--- config.mk ---
export PLATFORM = sky130hd
export DESIGN_NAME = sub_dispatch_flat
export DESIGN_NICKNAME = d
export VERILOG_FILES = /design/src/rtl/sub_dispatch_if.sv /design/src/rtl/sub_dispatch.sv /design/src/flat_wrapper.sv
export SDC_FILE = /design/constraint.sdc
export NUM_CORES = 1
export LEC_CHECK = 0
export BUFFER_PORTS_ARGS = -buffer_cell sky130_fd_sc_hd__buf_2
export CORE_MARGIN = 10
export CORE_UTILIZATION = 44
export CTS_BUF_LIST = sky130_fd_sc_hd__clkbuf_8
export DETAILED_ROUTE_END_ITERATION = 8
export PLACE_DENSITY = 0.82
export SLEW_MARGIN = 10
export SYNTH_ARGS = -nofsm -noshare
export SYNTH_HDL_FRONTEND = slang
export SYNTH_SLANG_ARGS = --single-unit
--- constraint.sdc ---
create_clock -name clock -period 4 [get_ports clock]
set_clock_uncertainty 0.15 [all_clocks]
set_input_delay 0.6 -clock clock [delete_from_list [all_inputs] [get_ports clock]]
set_output_delay 0.6 -clock clock [all_outputs]
set_load 0.1 [all_outputs]
--- src/rtl/sub_dispatch_if.sv ---
// Handshake bundle between the operand dispatcher, its two operand FIFOs,
// the arithmetic unit and the result FIFO.
interface sub_dispatch_if #(
    parameter int DATA_WIDTH = 32
);
    logic [DATA_WIDTH-1:0] a_dout;
    logic                  a_empty;
    logic                  a_rd_en;
    logic [DATA_WIDTH-1:0] b_dout;
    logic                  b_empty;
    logic                  b_rd_en;
    logic [DATA_WIDTH-1:0] op1;
    logic [DATA_WIDTH-1:0] op2;
    logic                  op_valid;
    logic [DATA_WIDTH-1:0] res_in;
    logic                  res_done;
    logic                  res_ack;
    logic [DATA_WIDTH-1:0] out_din;
    logic                  out_full;
    logic                  out_wr_en;

    modport master (
        input  a_dout, a_empty, b_dout, b_empty, res_in, res_done, out_full,
        output a_rd_en, b_rd_en, op1, op2, op_valid, res_ack, out_din, out_wr_en
    );

    modport slave (
        output a_dout, a_empty, b_dout, b_empty, res_in, res_done, out_full,
        input  a_rd_en, b_rd_en, op1, op2, op_valid, res_ack, out_din, out_wr_en
    );
endinterface

--- src/rtl/sub_dispatch.sv ---
// Operand dispatcher / result collector: pops an operand pair, issues it to a
// single-cycle unit, writes the result out. Define SUB_DISPATCH_TIMEOUT_EN for the WAIT watchdog.
module sub_dispatch #(
    parameter int DATA_WIDTH     = 32,
    parameter int CNT_WIDTH      = 16,
    parameter int TIMEOUT_CYCLES = 64
) (
    input  logic                 clock,
    input  logic                 reset,
    sub_dispatch_if.master       bus,
    output logic                 busy,
    output logic [CNT_WIDTH-1:0] op_count,
    output logic                 timeout_err
);

`ifdef SUB_DISPATCH_TIMEOUT_EN
    typedef enum logic [1:0] {IDLE, ISSUE, WAIT, HALT} state_t;
    localparam int TMO_W = $clog2(TIMEOUT_CYCLES + 1);
`else
    typedef enum logic [1:0] {IDLE, ISSUE, WAIT} state_t;
`endif

    state_t                state_q, state_d;
    logic [DATA_WIDTH-1:0] op1_q, op1_d;
    logic [DATA_WIDTH-1:0] op2_q, op2_d;
    logic                  op_valid_q, op_valid_d;
    logic                  busy_q, busy_d;
    logic [CNT_WIDTH-1:0]  op_count_q, op_count_d;
    logic                  pop;
    logic                  write;

`ifdef SUB_DISPATCH_TIMEOUT_EN
    logic [TMO_W-1:0]      wait_cnt_q, wait_cnt_d;
    logic                  timeout_err_q, timeout_err_d;
`endif

    always_comb begin
        state_d    = state_q;
        op1_d      = op1_q;
        op2_d      = op2_q;
        op_count_d = op_count_q;
        pop        = 1'b0;
        write      = 1'b0;
`ifdef SUB_DISPATCH_TIMEOUT_EN
        wait_cnt_d    = wait_cnt_q;
        timeout_err_d = timeout_err_q;
`endif
        case (state_q)
            IDLE: begin
                // Only a complete pair is ever popped.
                if (!bus.a_empty && !bus.b_empty) begin
                    pop     = 1'b1;
                    op1_d   = bus.a_dout;
                    op2_d   = bus.b_dout;
                    state_d = ISSUE;
                end
            end
            ISSUE: begin
                state_d = WAIT;
`ifdef SUB_DISPATCH_TIMEOUT_EN
                wait_cnt_d = '0;
`endif
            end
            WAIT: begin
                // A full output FIFO leaves the result parked in the unit.
                if (bus.res_done && !bus.out_full) begin
                    write      = 1'b1;
                    op_count_d = op_count_q + CNT_WIDTH'(1);
                    state_d    = IDLE;
                end
`ifdef SUB_DISPATCH_TIMEOUT_EN
                else begin
                    wait_cnt_d = wait_cnt_q + TMO_W'(1);
                    if (wait_cnt_d == TMO_W'(TIMEOUT_CYCLES)) begin
                        state_d       = HALT;
                        timeout_err_d = 1'b1;
                    end
                end
`endif
            end
`ifdef SUB_DISPATCH_TIMEOUT_EN
            HALT: begin
                state_d = HALT;
            end
`endif
            default: begin
                state_d = IDLE;
            end
        endcase
        op_valid_d = (state_d == ISSUE);
        busy_d     = (state_d != IDLE);
    end

    always_ff @(posedge clock or posedge reset) begin
        if (reset) begin
            state_q    <= IDLE;
            op1_q      <= '0;
            op2_q      <= '0;
            op_valid_q <= 1'b0;
            busy_q     <= 1'b0;
            op_count_q <= '0;
`ifdef SUB_DISPATCH_TIMEOUT_EN
            wait_cnt_q    <= '0;
            timeout_err_q <= 1'b0;
`endif
        end else begin
            state_q    <= state_d;
            op1_q      <= op1_d;
            op2_q      <= op2_d;
            op_valid_q <= op_valid_d;
            busy_q     <= busy_d;
            op_count_q <= op_count_d;
`ifdef SUB_DISPATCH_TIMEOUT_EN
            wait_cnt_q    <= wait_cnt_d;
            timeout_err_q <= timeout_err_d;
`endif
        end
    end

    // Pops are held off while reset is asserted so a reset never consumes FIFO words.
    assign bus.a_rd_en   = pop & ~reset;
    assign bus.b_rd_en   = pop & ~reset;
    assign bus.op1       = op1_q;
    assign bus.op2       = op2_q;
    assign bus.op_valid  = op_valid_q;
    assign bus.res_ack   = write;
    assign bus.out_wr_en = write;
    assign bus.out_din   = bus.res_in;
    assign busy          = busy_q;
    assign op_count      = op_count_q;

`ifdef SUB_DISPATCH_TIMEOUT_EN
    assign timeout_err = timeout_err_q;
`else
    assign timeout_err = (TIMEOUT_CYCLES < 0);
`endif

endmodule

--- src/flat_wrapper.sv ---
// flat-port wrapper written by rule: the top's interface ports become plain ports
module sub_dispatch_flat 
#(
    parameter int DATA_WIDTH     = 32,
    parameter int CNT_WIDTH      = 16,
    parameter int TIMEOUT_CYCLES = 64
)
  (clock, reset, busy, op_count, timeout_err, bus_a_dout, bus_a_empty, bus_b_dout, bus_b_empty, bus_res_in, bus_res_done, bus_out_full, bus_a_rd_en, bus_b_rd_en, bus_op1, bus_op2, bus_op_valid, bus_res_ack, bus_out_din, bus_out_wr_en);
  sub_dispatch_if #(.DATA_WIDTH(DATA_WIDTH)) bus_i ();
  input  logic clock;
  input  logic reset;
  output logic busy;
  output logic [CNT_WIDTH-1:0] op_count;
  output logic timeout_err;
  input wire logic [$bits(bus_i.a_dout)-1:0] bus_a_dout;
  input wire logic [$bits(bus_i.a_empty)-1:0] bus_a_empty;
  input wire logic [$bits(bus_i.b_dout)-1:0] bus_b_dout;
  input wire logic [$bits(bus_i.b_empty)-1:0] bus_b_empty;
  input wire logic [$bits(bus_i.res_in)-1:0] bus_res_in;
  input wire logic [$bits(bus_i.res_done)-1:0] bus_res_done;
  input wire logic [$bits(bus_i.out_full)-1:0] bus_out_full;
  output wire logic [$bits(bus_i.a_rd_en)-1:0] bus_a_rd_en;
  output wire logic [$bits(bus_i.b_rd_en)-1:0] bus_b_rd_en;
  output wire logic [$bits(bus_i.op1)-1:0] bus_op1;
  output wire logic [$bits(bus_i.op2)-1:0] bus_op2;
  output wire logic [$bits(bus_i.op_valid)-1:0] bus_op_valid;
  output wire logic [$bits(bus_i.res_ack)-1:0] bus_res_ack;
  output wire logic [$bits(bus_i.out_din)-1:0] bus_out_din;
  output wire logic [$bits(bus_i.out_wr_en)-1:0] bus_out_wr_en;
  assign bus_i.a_dout = bus_a_dout;
  assign bus_i.a_empty = bus_a_empty;
  assign bus_i.b_dout = bus_b_dout;
  assign bus_i.b_empty = bus_b_empty;
  assign bus_i.res_in = bus_res_in;
  assign bus_i.res_done = bus_res_done;
  assign bus_i.out_full = bus_out_full;
  assign bus_a_rd_en = bus_i.a_rd_en;
  assign bus_b_rd_en = bus_i.b_rd_en;
  assign bus_op1 = bus_i.op1;
  assign bus_op2 = bus_i.op2;
  assign bus_op_valid = bus_i.op_valid;
  assign bus_res_ack = bus_i.res_ack;
  assign bus_out_din = bus_i.out_din;
  assign bus_out_wr_en = bus_i.out_wr_en;
  sub_dispatch #(.DATA_WIDTH(DATA_WIDTH), .CNT_WIDTH(CNT_WIDTH), .TIMEOUT_CYCLES(TIMEOUT_CYCLES)) u_core (.clock(clock), .reset(reset), .bus(bus_i), .busy(busy), .op_count(op_count), .timeout_err(timeout_err));
endmodule
==> impl_metrics.csv <==
group,metric,value,unit
clocking,h-tree-depth,3,
sta,fin_ws,1.56,ns
synthesis,syn_area,0.00352,mm2
critical_path,crit_arrival,1.69,ns
sta,hold_viol_final,0,
critical_path,rrSetupSlack,1.91,ns
global_route,grt_pass1_vias,2558,
critical_path,worstSetupStartpoint,"u_core.state_q[0]",
die,die_y,109,um
global_route,antenna_found_initial,0,
die,dieArea,0.0120,mm2
sta,worst_slew_pin_slew,0.797,ns
critical_path,r2r-start,"u_core.state_q[0]",
synthesis,syn_inst,244,
synthesis,ys_types,24,
cells_and_area,layout_commonest_cell,"buf_2",
die,die_x,109,um
synthesis,synthMuxAreaShare,20.8,%
place,gp_congestion,0.731,
cells_and_area,syn_to_final_growth,23.9,%
run,cap_viol_max_count,0,
cells_and_area,final_cell_mix,"buf_2 (155), dfrtp_1 (84), mux2_2 (64)",
drt,num_vias,2282,
clocking,cts_setup_buffers,0,
global_route,grt_pass1_wl,12700,um
clocking,clock-sinks,84,
critical_path,r2r_end,"u_core.bus.op1[17]",
drt,wl,8010,um
clocking,postCtsResizedCells,0,
place,dp_hpwl,6320,um
sta,relSlewSlack,46.9,%
sta,final_max_slew_viol_count,0,
die,start_util,45.3,%
critical_path,cp.required,3.25,ns
synthesis,syn_area_per_cell,14.4,um2
drt,wl_per_cell,16.8,um
synthesis,yosys.area_share.simple,5.93,%
cells_and_area,antenna_cells,0,
synthesis,yosys_warnings,0,
clocking,numCtsBuffers,9,
drt,first_pass_iters,4,
place,portBuffers,155,
place,place_ws,1.58,ns
synthesis,synth-compound-area-share,0.142,%
global_route,overflow,0,
sta,fin_crit_sh,60.9,%
critical_path,crit_chain,"nor4_4 > and2_1 > buf_2",
synthesis,yosys_register_bits,84,
die,num_rows,32,
synthesis,synth-adder-area-share,0.355,%
cells_and_area,drive_gt1_share,64.8,%
critical_path,critPathCaptureType,"output port",
synthesis,ys_seq_area_share,59.7,%
critical_path,crit_type,"reg -> out",
synthesis,synth_xor_area_share,3.73,%
critical_path,startpoint_type,"flop",
sta,rsz0062_at_grt,"no",
drt,via_per_inst,4.78,
drt,drt_iter0_drc,29,
critical_path,reg2regPathDepth,3,
die,core_area,0.00777,mm2
clocking,cts_tree,"built",
clocking,cts_root_buf,"clkbuf_8",
global_route,grt_max_degree,67,
synthesis,synth_top_family_by_area,"multiplexers",
run_status,status,"completed",
drt,ant_nets,0,
clocking,postCtsHoldBufs,0,
drt,drc,0,
sta,min_period,2.44,ns
sta,setup_viol,0,
die,io_pins,221,
cells_and_area,nets,473,
sta,tns,0,ns
global_route,track_usage,13.4,%
clocking,path_clk_slew,0.08,ns
sta,max_freq,411,MHz
critical_path,crit_buf_inv,1,
synthesis,syn_nets,347,
clocking,clockBufferDepth,2,
clocking,insertion_delay,0.34,ns
critical_path,max_stage_delay,0.45,ns
critical_path,cp_slowest_cell,"dfrtp_1",
min_path,hp-class,"in -> async",
critical_path,crit_fanout,4,
critical_path,cp_top_family,"flip-flops",
synth_stat cells, drive strengths merged:
library cell,count,share of area [%]
conb,1,0.11
nand4,5,0.89
and4,1,0.25
nor2,3,0.32
mux2,64,20
mux2i,1,0.28
nand3,4,0.57
and3,3,0.53
buf,43,9.0
xor2,3,0.75
or2,2,0.36
and2,2,0.36
ha,1,0.36
xnor2,12,3.0
o21ai,1,0.14
nand2,7,0.75
inv,3,0.32
dfrtp,84,60
nor4,3,1.1
nand4bb,1,0.78
final cells by class:
cell class	count	area, um2
clock buffers	10	138
clock inverters	6	80.1
fillers	689	3410
inverters	3	15.0
multi-input cells	114	1100
flip-flops and latches	84	2100
well taps	102	128
repair buffers	158	798
layer usage:
metal / GRT usage (%) / part of all wire (%) / vias to the layer above
met5: 0 / 0 / -
met4: 6.13 / 2.0 / 0
met3: 5.32 / 11 / 25
met2: 23.3 / 52 / 100
met1: 13.9 / 35 / 1112
li1: - / - / 1045
worst register-to-register path: cells and delay by family (launching register included):
kind          cells  cell delay [ns]
buf+inv           1             0.66
mux               1             0.47
flops             1             0.45
simple gates      1             0.24
worst max path at each step:
stage	endpoint	slack (ns)	cells after the start
2_1_floorplan	bus_b_rd_en	0.31	3
3_3_place_gp	bus_a_rd_en	1.58	4
3_5_place_dp	u_core.bus.op1[24]	1.58	4
4_1_cts	bus_a_rd_en	1.52	3
5_1_grt	bus_a_rd_en	1.47	3
6_report	bus_a_rd_en	1.56	3
through the flow:
step | area (um2) | hold WS (ns) | std cells | utilization, %
after detailed placement | 4140 | 0.340 | 461 | 53.4
after global placement | 4140 | 0.310 | 461 | 53.4
after floorplan | 3520 | 0.338 | 244 | -
after global routing | 4360 | 0.230 | 477 | 56.2
after CTS | 4360 | 0.213 | 477 | 56.2
final | 4360 | 0.211 | 477 | 56.2
cells by family after synthesis:
logic type / count (synthesis)
other cells: 1
compound gates: 1
mux: 65
buf+inv: 46
simple gates: 31
fa+ha+maj: 1
xor+xnor: 15
flops: 84
state kept, by name (all words and copies together), names as in the netlist:
signal / flops
u_core.busy: 1
u_core.op_count: 16
u_core.state_q: 2
u_core.bus.op_valid: 1
u_core.bus.op2: 32
u_core.bus.op1: 32
Power is left out: the tool's default activity adds up to more than one toggle a clock period on the data nets, which glitch-free logic cannot reach.
